`config.mk`:
```
export PLATFORM = sky130hd
export DESIGN_NAME = cp0_write_sched
export DESIGN_NICKNAME = d
export VERILOG_FILES = /design/src/rtl/cp0_write_sched.sv
export SDC_FILE = /design/constraint.sdc
export NUM_CORES = 1
export LEC_CHECK = 0
export CORE_UTILIZATION = 32
export DETAILED_ROUTE_END_ITERATION = 8
export PLACE_DENSITY_LB_ADDON = 0.25
export SLEW_MARGIN = 20
export SYNTH_ARGS = -nofsm -noshare
export SYNTH_HDL_FRONTEND = slang
export SYNTH_SLANG_ARGS = --single-unit
```
`constraint.sdc`:
```
create_clock -name clk -period 8.7 [get_ports clk]
set_input_delay 1.74 -clock clk [delete_from_list [all_inputs] [get_ports clk]]
set_output_delay 1.74 -clock clk [all_outputs]
set_load 0.01 [all_outputs]
```
`src/rtl/cp0_write_sched.sv`:
```
`default_nettype none
// ============================================================================
//  Module      : cp0_write_sched
//  Description : In-order write scheduler for the CP0 register file. Accepts
//                up to two committed CP0 writes per cycle (slot 0 older than
//                slot 1), buffers them in a FIFO, drains one per cycle into
//                the single CP0 write port, and offers a newest-first lookup
//                of buffered writes for CP0 reads.
//  Revision    : 1.0 - initial release
// ============================================================================
module cp0_write_sched #(
   parameter int DEPTH = 4,
   parameter int AW    = 8,
   parameter int DW    = 32
) (
   input  logic                   clk,
   input  logic                   reset,
   input  logic                   in0_valid,
   input  logic [AW-1:0]          in0_addr,
   input  logic [DW-1:0]          in0_data,
   input  logic                   in1_valid,
   input  logic [AW-1:0]          in1_addr,
   input  logic [DW-1:0]          in1_data,
   output logic                   in_ready,
   output logic                   out_valid,
   output logic [AW-1:0]          out_addr,
   output logic [DW-1:0]          out_data,
   input  logic                   out_ready,
   input  logic [AW-1:0]          rd_addr,
   output logic                   rd_hit,
   output logic [DW-1:0]          rd_data,
   output logic                   empty,
   output logic [$clog2(DEPTH):0] count
);

   localparam int c_pw = $clog2(DEPTH);
   localparam int c_cw = c_pw + 1;

   logic [c_pw-1:0] wr_ptr_q, wr_ptr_d;
   logic [c_pw-1:0] rd_ptr_q, rd_ptr_d;
   logic [c_cw-1:0] count_q,  count_d;
   logic            valid_q [DEPTH];
   logic            valid_d [DEPTH];
   logic [AW-1:0]   addr_q  [DEPTH];
   logic [AW-1:0]   addr_d  [DEPTH];
   logic [DW-1:0]   data_q  [DEPTH];
   logic [DW-1:0]   data_d  [DEPTH];

   logic            w_pop;
   logic            w_push0;
   logic            w_push1;
   logic [1:0]      w_n_enq;
   logic [c_pw-1:0] w_slot1_ptr;

   // Acceptance depends only on registered occupancy: no path from CP0 side or in*_valid.
   assign in_ready  = (count_q <= c_cw'(DEPTH - 2));
   assign out_valid = (count_q != '0);
   assign empty     = (count_q == '0);
   assign count     = count_q;
   assign out_addr  = out_valid ? addr_q[rd_ptr_q] : '0;
   assign out_data  = out_valid ? data_q[rd_ptr_q] : '0;

   assign w_pop       = out_valid && out_ready;
   assign w_push0     = in_ready && in0_valid;
   assign w_push1     = in_ready && in1_valid;
   assign w_n_enq     = {1'b0, w_push0} + {1'b0, w_push1};
   // Slot 1 lands behind slot 0 when both are present, otherwise at the tail.
   assign w_slot1_ptr = w_push0 ? (wr_ptr_q + c_pw'(1)) : wr_ptr_q;

   // Next-state: pop the head, append accepted writes in slot order, update pointers/occupancy.
   always_comb begin
      wr_ptr_d = wr_ptr_q + c_pw'(w_n_enq);
      rd_ptr_d = rd_ptr_q + c_pw'(w_pop);
      count_d  = count_q + c_cw'(w_n_enq) - c_cw'(w_pop);
      for (int i = 0; i < DEPTH; i++) begin
         valid_d[i] = valid_q[i];
         addr_d[i]  = addr_q[i];
         data_d[i]  = data_q[i];
      end
      if (w_pop) begin
         valid_d[rd_ptr_q] = 1'b0;
      end
      if (w_push0) begin
         valid_d[wr_ptr_q] = 1'b1;
         addr_d[wr_ptr_q]  = in0_addr;
         data_d[wr_ptr_q]  = in0_data;
      end
      if (w_push1) begin
         valid_d[w_slot1_ptr] = 1'b1;
         addr_d[w_slot1_ptr]  = in1_addr;
         data_d[w_slot1_ptr]  = in1_data;
      end
   end

   // State registers; reset discards every buffered write immediately.
   always_ff @(posedge clk or posedge reset) begin
      if (reset) begin
         wr_ptr_q <= '0;
         rd_ptr_q <= '0;
         count_q  <= '0;
         for (int i = 0; i < DEPTH; i++) begin
            valid_q[i] <= 1'b0;
            addr_q[i]  <= '0;
            data_q[i]  <= '0;
         end
      end else begin
         wr_ptr_q <= wr_ptr_d;
         rd_ptr_q <= rd_ptr_d;
         count_q  <= count_d;
         for (int i = 0; i < DEPTH; i++) begin
            valid_q[i] <= valid_d[i];
            addr_q[i]  <= addr_d[i];
            data_q[i]  <= data_d[i];
         end
      end
   end

   // Lookup: scan oldest to newest so the last (newest) match wins.
   always_comb begin
      logic [c_pw-1:0] v_idx;
      rd_hit  = 1'b0;
      rd_data = '0;
      v_idx   = '0;
      for (int i = 0; i < DEPTH; i++) begin
         v_idx = rd_ptr_q + c_pw'(i);
         if ((c_cw'(i) < count_q) && valid_q[v_idx] && (addr_q[v_idx] == rd_addr)) begin
            rd_hit  = 1'b1;
            rd_data = data_q[v_idx];
         end
      end
   end

endmodule
`default_nettype wire

```
==> impl_metrics.ini, run 1 <==
[status]
outcome = completed

[grt]
grt_pass1_vias = 10800
overflow = 0
grt_max_degree = 136
antenna_found_initial = 4
grt_pass1_wl_um = 65400
grt_usage_pct = 19.6

[min_path]
hp-class = reg -> reg

[synthesis]
muxShareOfSynthArea_pct = 38.9
ys_ff_latch = 171
synth_adder_area_share_pct = 1.43
synth_xor_area_share_pct = 2.43
syn_area_sq_um = 13600
yosysSeqAreaShare_pct = 31.4
ys_types = 40
synth_top_family_by_area = multiplexers
syn_nets = 1393
avgSynthCellArea_sq_um = 10.6
synth-compound-area-share_pct = 9.53
netlist_instances = 1285
synth_simple_gate_area_share_pct = 11.9
yosysWarnings = 0

[critical_path]
crit_required_ns = 6.96
worst-path-max-fanout = 47
max_stage_delay_ns = 0.85
crit_arrival_ns = 5.48
cp-end-kind = output port
critPathSlowestCell = ha_4
worstSetupStartpointType = register
cp_cell_sequence = inv_1 > ha_4 > mux4_2 > xnor2_1 > o211ai_1 > or3_2 > nand3_1 > a21o_1 > a31oi_1 > clkdlybuf4s50_1
crit_type = reg -> out

[power_and_ir_drop]
switching_share_pct = 39.9
internal-power_mw = 4.01
ir_drop_mv = 0.300
power.density_nw_per_um2 = 409
seq_power_share_pct = 26.3
pwr-share-comb_pct = 62.6
leakagePower_nw = 6.93
clockPowerShare_pct = 11.2
netSwitchingPower_mw = 2.66

[layout]
fillCellCount = 4018
seq_area_sq_um = 4290
syn_to_final_growth_pct = 19.5
drive_above_1_share_pct = 16.5
fin_cells = 1923
layout_common_cells = 171 x clkdlybuf4s50_1, 169 x dfrtp_1, 163 x mux4_2
layout.nets = 1476
multiInputGateArea_sq_um = 8840
mostFrequentLayoutCell = clkdlybuf4s50_1

[sta]
setup_viol = 0
drv_slew = 0
worst_slew_pin_slew_ns = 1.04
tns_ns = 0
fmax_mhz = 139
maxSlewHeadroom_pct = 30.8
fin_crit_ns = 7.22
holdWs_ns = 0.581
post-route-period-util_pct = 82.9
rsz0062_at_grt = no
hold_viol_final = 0
finClkSkew_ns = 0.00653

[clocking]
htree_levels = 4
numCtsBuffers = 17
clock_sinks = 171
cts_tree = done
cts_post_setup_buffers_inserted = 0
cts_max_path_buffers = 2
cts_root_buffer = clkbuf_16
cts.clk_slew.worst_paths_ns = 0.07
cts_hold_buf = 0
cts_resized = 0
insertion_delay_ns = 0.44

[drt]
avgViaCountPerCell = 5.69
drc_errors = 0
drt_first_pass_iters = 5
wl_per_cell_um = 21.9
vias = 10900
totalWireLength_um = 42100
drtAntennaViolNets = 0
drt-initial-drc-count = 809

[job]
max_cap_viol_count = 0

[placed_design]
io_buffer_count = 171
place_inst = 1887
gp_congestion = 0.810
dp_hpwl_um = 26300

[floorplan]
dieWidth_um = 208
num_io_pins = 172
rows = 75
dieArea_sq_um = 43400
die_y_um = 208
start_util_pct = 32.5
coreArea_sq_um = 41900
## metrics by stage
| step | setup slack (ns) | area (sq um) | utilization (%) | power [mW] |
|---|---|---|---|---|
| after global routing | 1.11 | 16300 | 38.8 | 7.13 |
| after global placement | 1.74 | 15700 | 37.4 | 5.87 |
| after floorplan | 2.33 | 13600 | - | 4.73 |
| after detailed placement | 1.64 | 15700 | 37.5 | 5.94 |
| final | 1.48 | 16300 | 38.8 | 6.66 |
| after CTS | 1.40 | 16300 | 38.8 | 6.71 |
## layout make-up
class	count	area share (%)
tap	539	4.14
clock buffer	22	2.79
multi-input combinational	978	54.3
antenna	3	0.0461
timing repair buffer	187	11.6
sequential	171	26.3
clock inverter	10	0.576
inverter	13	0.330
## sequential cells by signal, indices dropped and copies added (netlist names)
name,cells
addr_q,32
count,3
data_q,128
rd_ptr_q,2
valid_q,4
wr_ptr_q,2
## logic make-up (layout without fill, tap and decap cells)
kind of cell,after synthesis,in the layout
simple gates,370,370
fa+ha+maj,15,15
xor+xnor,37,37
flops,171,171
mux,324,324
compound gates,232,232
other cells,0,3
buf+inv,136,232
## power groups by stage
stage	clock (mW)	sequential, mW	combinational, mW
after floorplan	0	1.53	3.20
after global placement	0	1.72	4.15
after detailed placement	0	1.75	4.18
after CTS	0.765	1.74	4.20
after global routing	0.792	1.83	4.51
final	0.744	1.75	4.17
## path summary, 6_finish.rpt
kind | from | slack (ns) | to | cells after the start
max in group asynchronous | reset | 5.71 | data_q[34] | 3
hold reg to reg | valid_q[3] | 0.58 | valid_q[3] | 2
min in group asynchronous | reset | 1.80 | addr_q[22] | 2
setup / recovery | rd_ptr_q[0] | 1.48 | rd_data[0] | 10
setup reg to reg | count[2] | 5.16 | data_q[72] | 8
hold / removal | valid_q[3] | 0.58 | valid_q[3] | 2
## worst max-delay path, delay by kind of cell (launching register included)
kind / cells / cell delay, ns
flops: 1 / 0.80
fa+ha+maj: 1 / 0.85
buf+inv: 2 / 0.83
xor+xnor: 1 / 0.14
mux: 1 / 0.60
compound gates: 3 / 0.81
simple gates: 2 / 0.98
## cells in the mapped netlist (all sizes together)
master	number	share of area, %
o22a	8	0.51
a31oi	24	1.1
nand2	164	4.5
nor3b	1	0.14
nor2b	1	0.046
nor2	105	2.9
ha	14	1.3
nand4	13	0.64
a21o	24	1.3
dfrtp	171	31
a21oi	89	3.3
and2	43	2.0
mux4	164	27
buf	55	2.2
a21boi	1	0.055
or4b	1	0.073
nor3	6	0.26
o31ai	1	0.055
mux2i	160	12
a221o	2	0.15
or4	1	0.055
xor2	4	0.26
or3	2	0.092
o211ai	1	0.055
and3	1	0.046
o21ai	82	3.0
fa	1	0.15
inv	13	0.36
nand3	32	1.2
xnor2	33	2.2
clkbuf	68	1.9
## metal layers
metal	wire [um]	vias up	global-route usage [%]
met3	2810	49	3.86
li1	-	4936	-
met1	18200	5551	26.4
met2	20200	398	31.7
met4	878	2	6.67
met5	12	-	0
No activity file was read; power rests on OpenSTA's default activity.
==> run 2: changes to the inputs <==
clock period = 7.1 ns   (was 8.7 ns; I/O delays follow)
==> impl_metrics.ini, run 2 (synthesis gave the netlist of run 1 again) <==
[sta]
drv_slew = 0
fin_crit_ns = 6.22
hold_viol_final = 0
fmax_mhz = 161
finClkSkew_ns = 0.0104
post-route-period-util_pct = 87.5
maxSlewHeadroom_pct = 28.3
worst_slew_pin_slew_ns = 1.08
rsz0062_at_grt = no
setup_viol = 0
tns_ns = 0

[layout]
syn_to_final_growth_pct = 20.1
drive_above_1_share_pct = 16.9
layout_common_cells = 171 x clkdlybuf4s50_1, 169 x dfrtp_1, 163 x mux4_2
utilization_pct = 39.0
largest_registers = data_q x128, addr_q x32, valid_q x4
final_cell_area_sq_um = 16400
largest_reg_flops = 128
fin_cells = 1930
mostFrequentLayoutCell = clkdlybuf4s50_1
layout.nets = 1483
fillCellCount = 4066
regMostFlops = data_q

[critical_path]
cp-end-kind = output port
crit_arrival_ns = 4.80
r2r_cells = 7
cp.depth = 12
cpMostUsedCell = buf_4
worst-path-max-fanout = 22
worstSetupStartpointType = register
critPathSlowestCell = dfrtp_4
crit_required_ns = 5.68
crit_type = reg -> out
cp_cell_sequence = inv_1 > ha_4 > mux4_2 > xnor2_1 > o211ai_1 > nor3_4 > buf_4 > buf_4 > nand2_1 > a21o_1 > a31oi_1 > clkdlybuf4s50_1
cp.buffers_inverters = 4
cp_top_family = buffers and inverters
max_stage_delay_ns = 0.62

[floorplan]
die_y_um = 208
num_io_pins = 172
dieWidth_um = 208
dieArea_sq_um = 43400
coreArea_sq_um = 41900
rows = 75
start_util_pct = 32.5

[placed_design]
gp_congestion = 0.820
dp_hpwl_um = 26600
place_inst = 1895
io_buffer_count = 171
dpl_cell_area_sq_um = 15800

[power_and_ir_drop]
power.density_nw_per_um2 = 501
switching_share_pct = 39.5
pwr-share-comb_pct = 62.8
leakagePower_nw = 6.99
internal-power_mw = 4.96
netSwitchingPower_mw = 3.24
seq_power_share_pct = 25.6
clockPowerShare_pct = 11.5
power_mw = 8.21
ir_drop_mv = 0.207

[clocking]
cts_post_setup_buffers_inserted = 0
cts_resized = 0
insertion_delay_ns = 0.45
clock_sinks = 171
cts_tree = done
cts_max_path_buffers = 2
htree_levels = 4
numCtsBuffers = 17
cts_hold_buf = 0
cts_root_buffer = clkbuf_16
cts.clk_slew.worst_paths_ns = 0.07

[min_path]
hp-class = reg -> reg
holdPathStages = 1

[grt]
overflow = 0
grt_max_degree = 70
grt_pass1_vias = 10700
grt_usage_pct = 19.3
grt_pass1_wl_um = 64300
antenna_found_initial = 2

[drt]
wl_per_cell_um = 21.5
drtAntennaViolNets = 0
drt_first_pass_iters = 5
drt-initial-drc-count = 985
vias = 10900
drc_errors = 0
avgViaCountPerCell = 5.67
totalWireLength_um = 41500

[status]
outcome = completed

[job]
max_cap_viol_count = 0
-- run 2: cell types whose count changed in the layout (fill, tap and decap cells not counted), sizes merged --
cell	change
buf	+7
clkinvlp	-3
bufinv	+1
clkbuf	+1
clkinv	+1
-- run 2: stage by stage --
stage / setup slack (ns) / hold slack [ns]
final: 0.884 / 0.561
after global routing: 0.625 / 0.607
after CTS: 0.839 / 0.572
after detailed placement: 1.12 / 0.555
after global placement: 1.17 / 0.547
after floorplan: 1.05 / 0.505
-- run 2: final cells by class --
| type | instances | area [sq um] | area share [%] |
|---|---|---|---|
| clock buffer | 23 | 468 | 2.86 |
| sequential | 171 | 4290 | 26.2 |
| clock inverter | 9 | 114 | 0.695 |
| multi-input combinational | 978 | 8840 | 54.0 |
| antenna | 3 | 7.51 | 0.0459 |
| inverter | 13 | 53.8 | 0.329 |
| timing repair buffer | 194 | 1930 | 11.8 |
| tap | 539 | 674 | 4.12 |
-- run 2: worst register-to-register path: cells and delay by family, from the launching register on --
family                 cells  cell delay [ns]
AO/OA/AOI/OAI              3             1.47
buffers and inverters      2             1.08
flip-flops                 1             0.49
AND/OR/NAND/NOR            2             0.42
-- run 2: power by group through the flow --
stage                     Clock (mW)  Sequential (mW)  Combinational (mW)
after floorplan                    0             1.87                3.92
after global placement             0             2.06                5.14
after detailed placement           0             2.10                5.19
after CTS                      0.978             2.09                5.21
after global routing            1.01             2.20                5.58
final                          0.948             2.10                5.16
-- run 2: final timing paths --
| check | from | end | slack (ns) |
|---|---|---|---|
| worst min register to register | count[0] | count[0] | 0.56 |
| worst max register to register | count[2] | data_q[18] | 3.49 |
| max in group asynchronous | reset | data_q[85] | 4.38 |
| worst min-delay path | count[0] | count[0] | 0.56 |
| min in group asynchronous | reset | addr_q[16] | 1.39 |
| worst max-delay path | rd_ptr_q[1] | rd_data[8] | 0.88 |
-- run 2: layer usage --
| metal | global-route usage [%] | wire (um) | vias to the layer above |
|---|---|---|---|
| li1 | - | - | 4961 |
| met3 | 2.85 | 2280 | 43 |
| met1 | 26.4 | 18400 | 5569 |
| met4 | 6.69 | 843 | 0 |
| met5 | 0 | 0 | - |
| met2 | 31.2 | 19900 | 368 |
==> run 3: changes to the inputs <==
--- a/config.mk
+++ b/config.mk
@@ -8,4 +8,5 @@
 export CORE_UTILIZATION = 32
+export CTS_CLUSTER_DIAMETER = 60
 export DETAILED_ROUTE_END_ITERATION = 8
-export PLACE_DENSITY_LB_ADDON = 0.25
+export PLACE_DENSITY = 0.62
 export SLEW_MARGIN = 20
--- a/constraint.sdc
+++ b/constraint.sdc
@@ -3,2 +3,2 @@
 set_output_delay 1.42 -clock clk [all_outputs]
-set_load 0.01 [all_outputs]
+set_load 0.005 [all_outputs]
==> impl_metrics.ini, run 3 (synthesis gave the netlist of run 1 again) <==
[sta]
drv_slew = 0
post-route-period-util_pct = 90.3
maxSlewHeadroom_pct = 25.9
setup_viol = 0
tns_ns = 0
holdWs_ns = 0.566
fmax_mhz = 156
hold_viol_final = 0
fin_crit_ns = 6.41
rsz0062_at_grt = no
finClkSkew_ns = 0.0133
worst_slew_pin_slew_ns = 1.11

[layout]
mostFrequentLayoutCell = clkdlybuf4s50_1
layout.nets = 1475
largest_reg_flops = 128
regMostFlops = data_q
layout_common_cells = 171 x clkdlybuf4s50_1, 169 x dfrtp_1, 163 x mux4_2
multiInputGateArea_sq_um = 8840
drive_above_1_share_pct = 16.7
syn_to_final_growth_pct = 19.8
largest_registers = data_q x128, addr_q x32, valid_q x4
utilization_pct = 38.9
fillCellCount = 4009
seq_area_sq_um = 4290

[floorplan]
num_io_pins = 172
rows = 75
dieWidth_um = 208
dieArea_sq_um = 43400
start_util_pct = 32.5
coreArea_sq_um = 41900
die_y_um = 208

[min_path]
worstHoldEndpoint = valid_q[2]
hp-class = reg -> reg
worstHoldStart = valid_q[2]
holdPathStages = 2

[critical_path]
timing.rr.end = count[2]
r2r_slack_ns = 3.79
r2r_cells = 12
crit_required_ns = 5.68
worstSetupStartpointType = register
rr_startpoint = count[2]
crit_arrival_ns = 4.99
worst-path-max-fanout = 34
crit_type = reg -> out
cp-end-kind = output port

[clocking]
cts_tree = done
numCtsBuffers = 17
cts_post_setup_buffers_inserted = 0
cts_resized = 0
cts_hold_buf = 0
insertion_delay_ns = 0.46
htree_levels = 4
cts_max_path_buffers = 2
cts.clk_slew.worst_paths_ns = 0.07
clock_sinks = 171
cts_root_buffer = clkbuf_16

[grt]
grt_max_degree = 136
grt_usage_pct = 19.8
grt_pass1_wl_um = 65600
grt_pass1_vias = 10800
overflow = 0
antenna_found_initial = 3

[power_and_ir_drop]
power.density_nw_per_um2 = 502
power_mw = 8.20
pwr-share-comb_pct = 61.3
clockPowerShare_pct = 12.4
netSwitchingPower_mw = 3.20
seq_power_share_pct = 26.3
ir_drop_mv = 0.388
leakagePower_nw = 6.97
switching_share_pct = 39.0
internal-power_mw = 5.00

[placed_design]
io_buffer_count = 171
gp_congestion = 0.795
dp_hpwl_um = 25600

[drt]
vias = 11000
drtAntennaViolNets = 0
drc_errors = 0
avgViaCountPerCell = 5.76
drt-initial-drc-count = 814
totalWireLength_um = 42100
wl_per_cell_um = 22.0
drt_first_pass_iters = 5

[status]
outcome = completed

[job]
max_cap_viol_count = 0
## run 3: cell types whose count changed in the layout (fill, tap and decap cells not counted), moves of 3 or more
cell,previous run,this run
buf_6,3,0
buf_4,18,13
inv_6,2,5
clkbuf_1,4,0
## run 3: cell type report
class                           instances  share of cell area, %
Antenna cell                            1                 0.0153
Clock buffer                           17                   2.61
Clock inverter                         14                   1.19
Inverter                               13                  0.330
Multi-Input combinational cell        978                   54.1
Sequential cell                       171                   26.3
Tap cell                              539                   4.13
Timing Repair Buffer                  186                   11.3
## run 3: critical path, stage by stage, from the launching register on
cell             delay (ns)
dfrtp_4                0.80
inv_1                  0.20
ha_4                   0.53
mux4_2                 0.57
xnor2_1                0.23
o211ai_1               0.19
or3_2                  0.93
nand4_1                0.27
a21oi_1                0.09
o22a_1                 0.24
clkdlybuf4s50_1        0.46
## run 3: how the worst max path moves through the flow
stage                           start          end  slack (ns)
after detailed placement   rd_addr[2]  rd_data[30]        1.09
after CTS                 rd_ptr_q[0]  rd_data[30]        0.63
after global routing      rd_ptr_q[0]  rd_data[30]        0.37
after global placement     rd_addr[3]  rd_data[30]        1.03
final                     rd_ptr_q[0]   rd_data[9]        0.69
after floorplan                 reset    addr_q[0]        1.05
## run 3: metrics by stage
stage / std cells / worst slack [ns] / cell area [sq um]
final: 1919 / 0.688 / 16300
after global routing: 1919 / 0.372 / 16300
after CTS: 1918 / 0.630 / 16300
after detailed placement: 1887 / 1.09 / 15700
after global placement: 1887 / 1.03 / 15700
after floorplan: 1285 / 1.05 / 13600
## run 3: power by group through the flow
stage	clock (mW)	combinational (mW)	sequential (mW)
after floorplan	0	3.82	1.87
after global placement	0	4.98	2.09
after detailed placement	0	5.05	2.15
after CTS	1.05	5.08	2.14
after global routing	1.08	5.43	2.25
final	1.02	5.02	2.16
## run 3: routing by layer
layer | up-vias | routed length (um) | global-route usage (%)
li1 | 4935 | - | -
met1 | 5679 | 17700 | 25.7
met2 | 382 | 21000 | 33.5
met3 | 46 | 2560 | 3.56
met4 | 4 | 758 | 6.18
met5 | - | 30 | 0
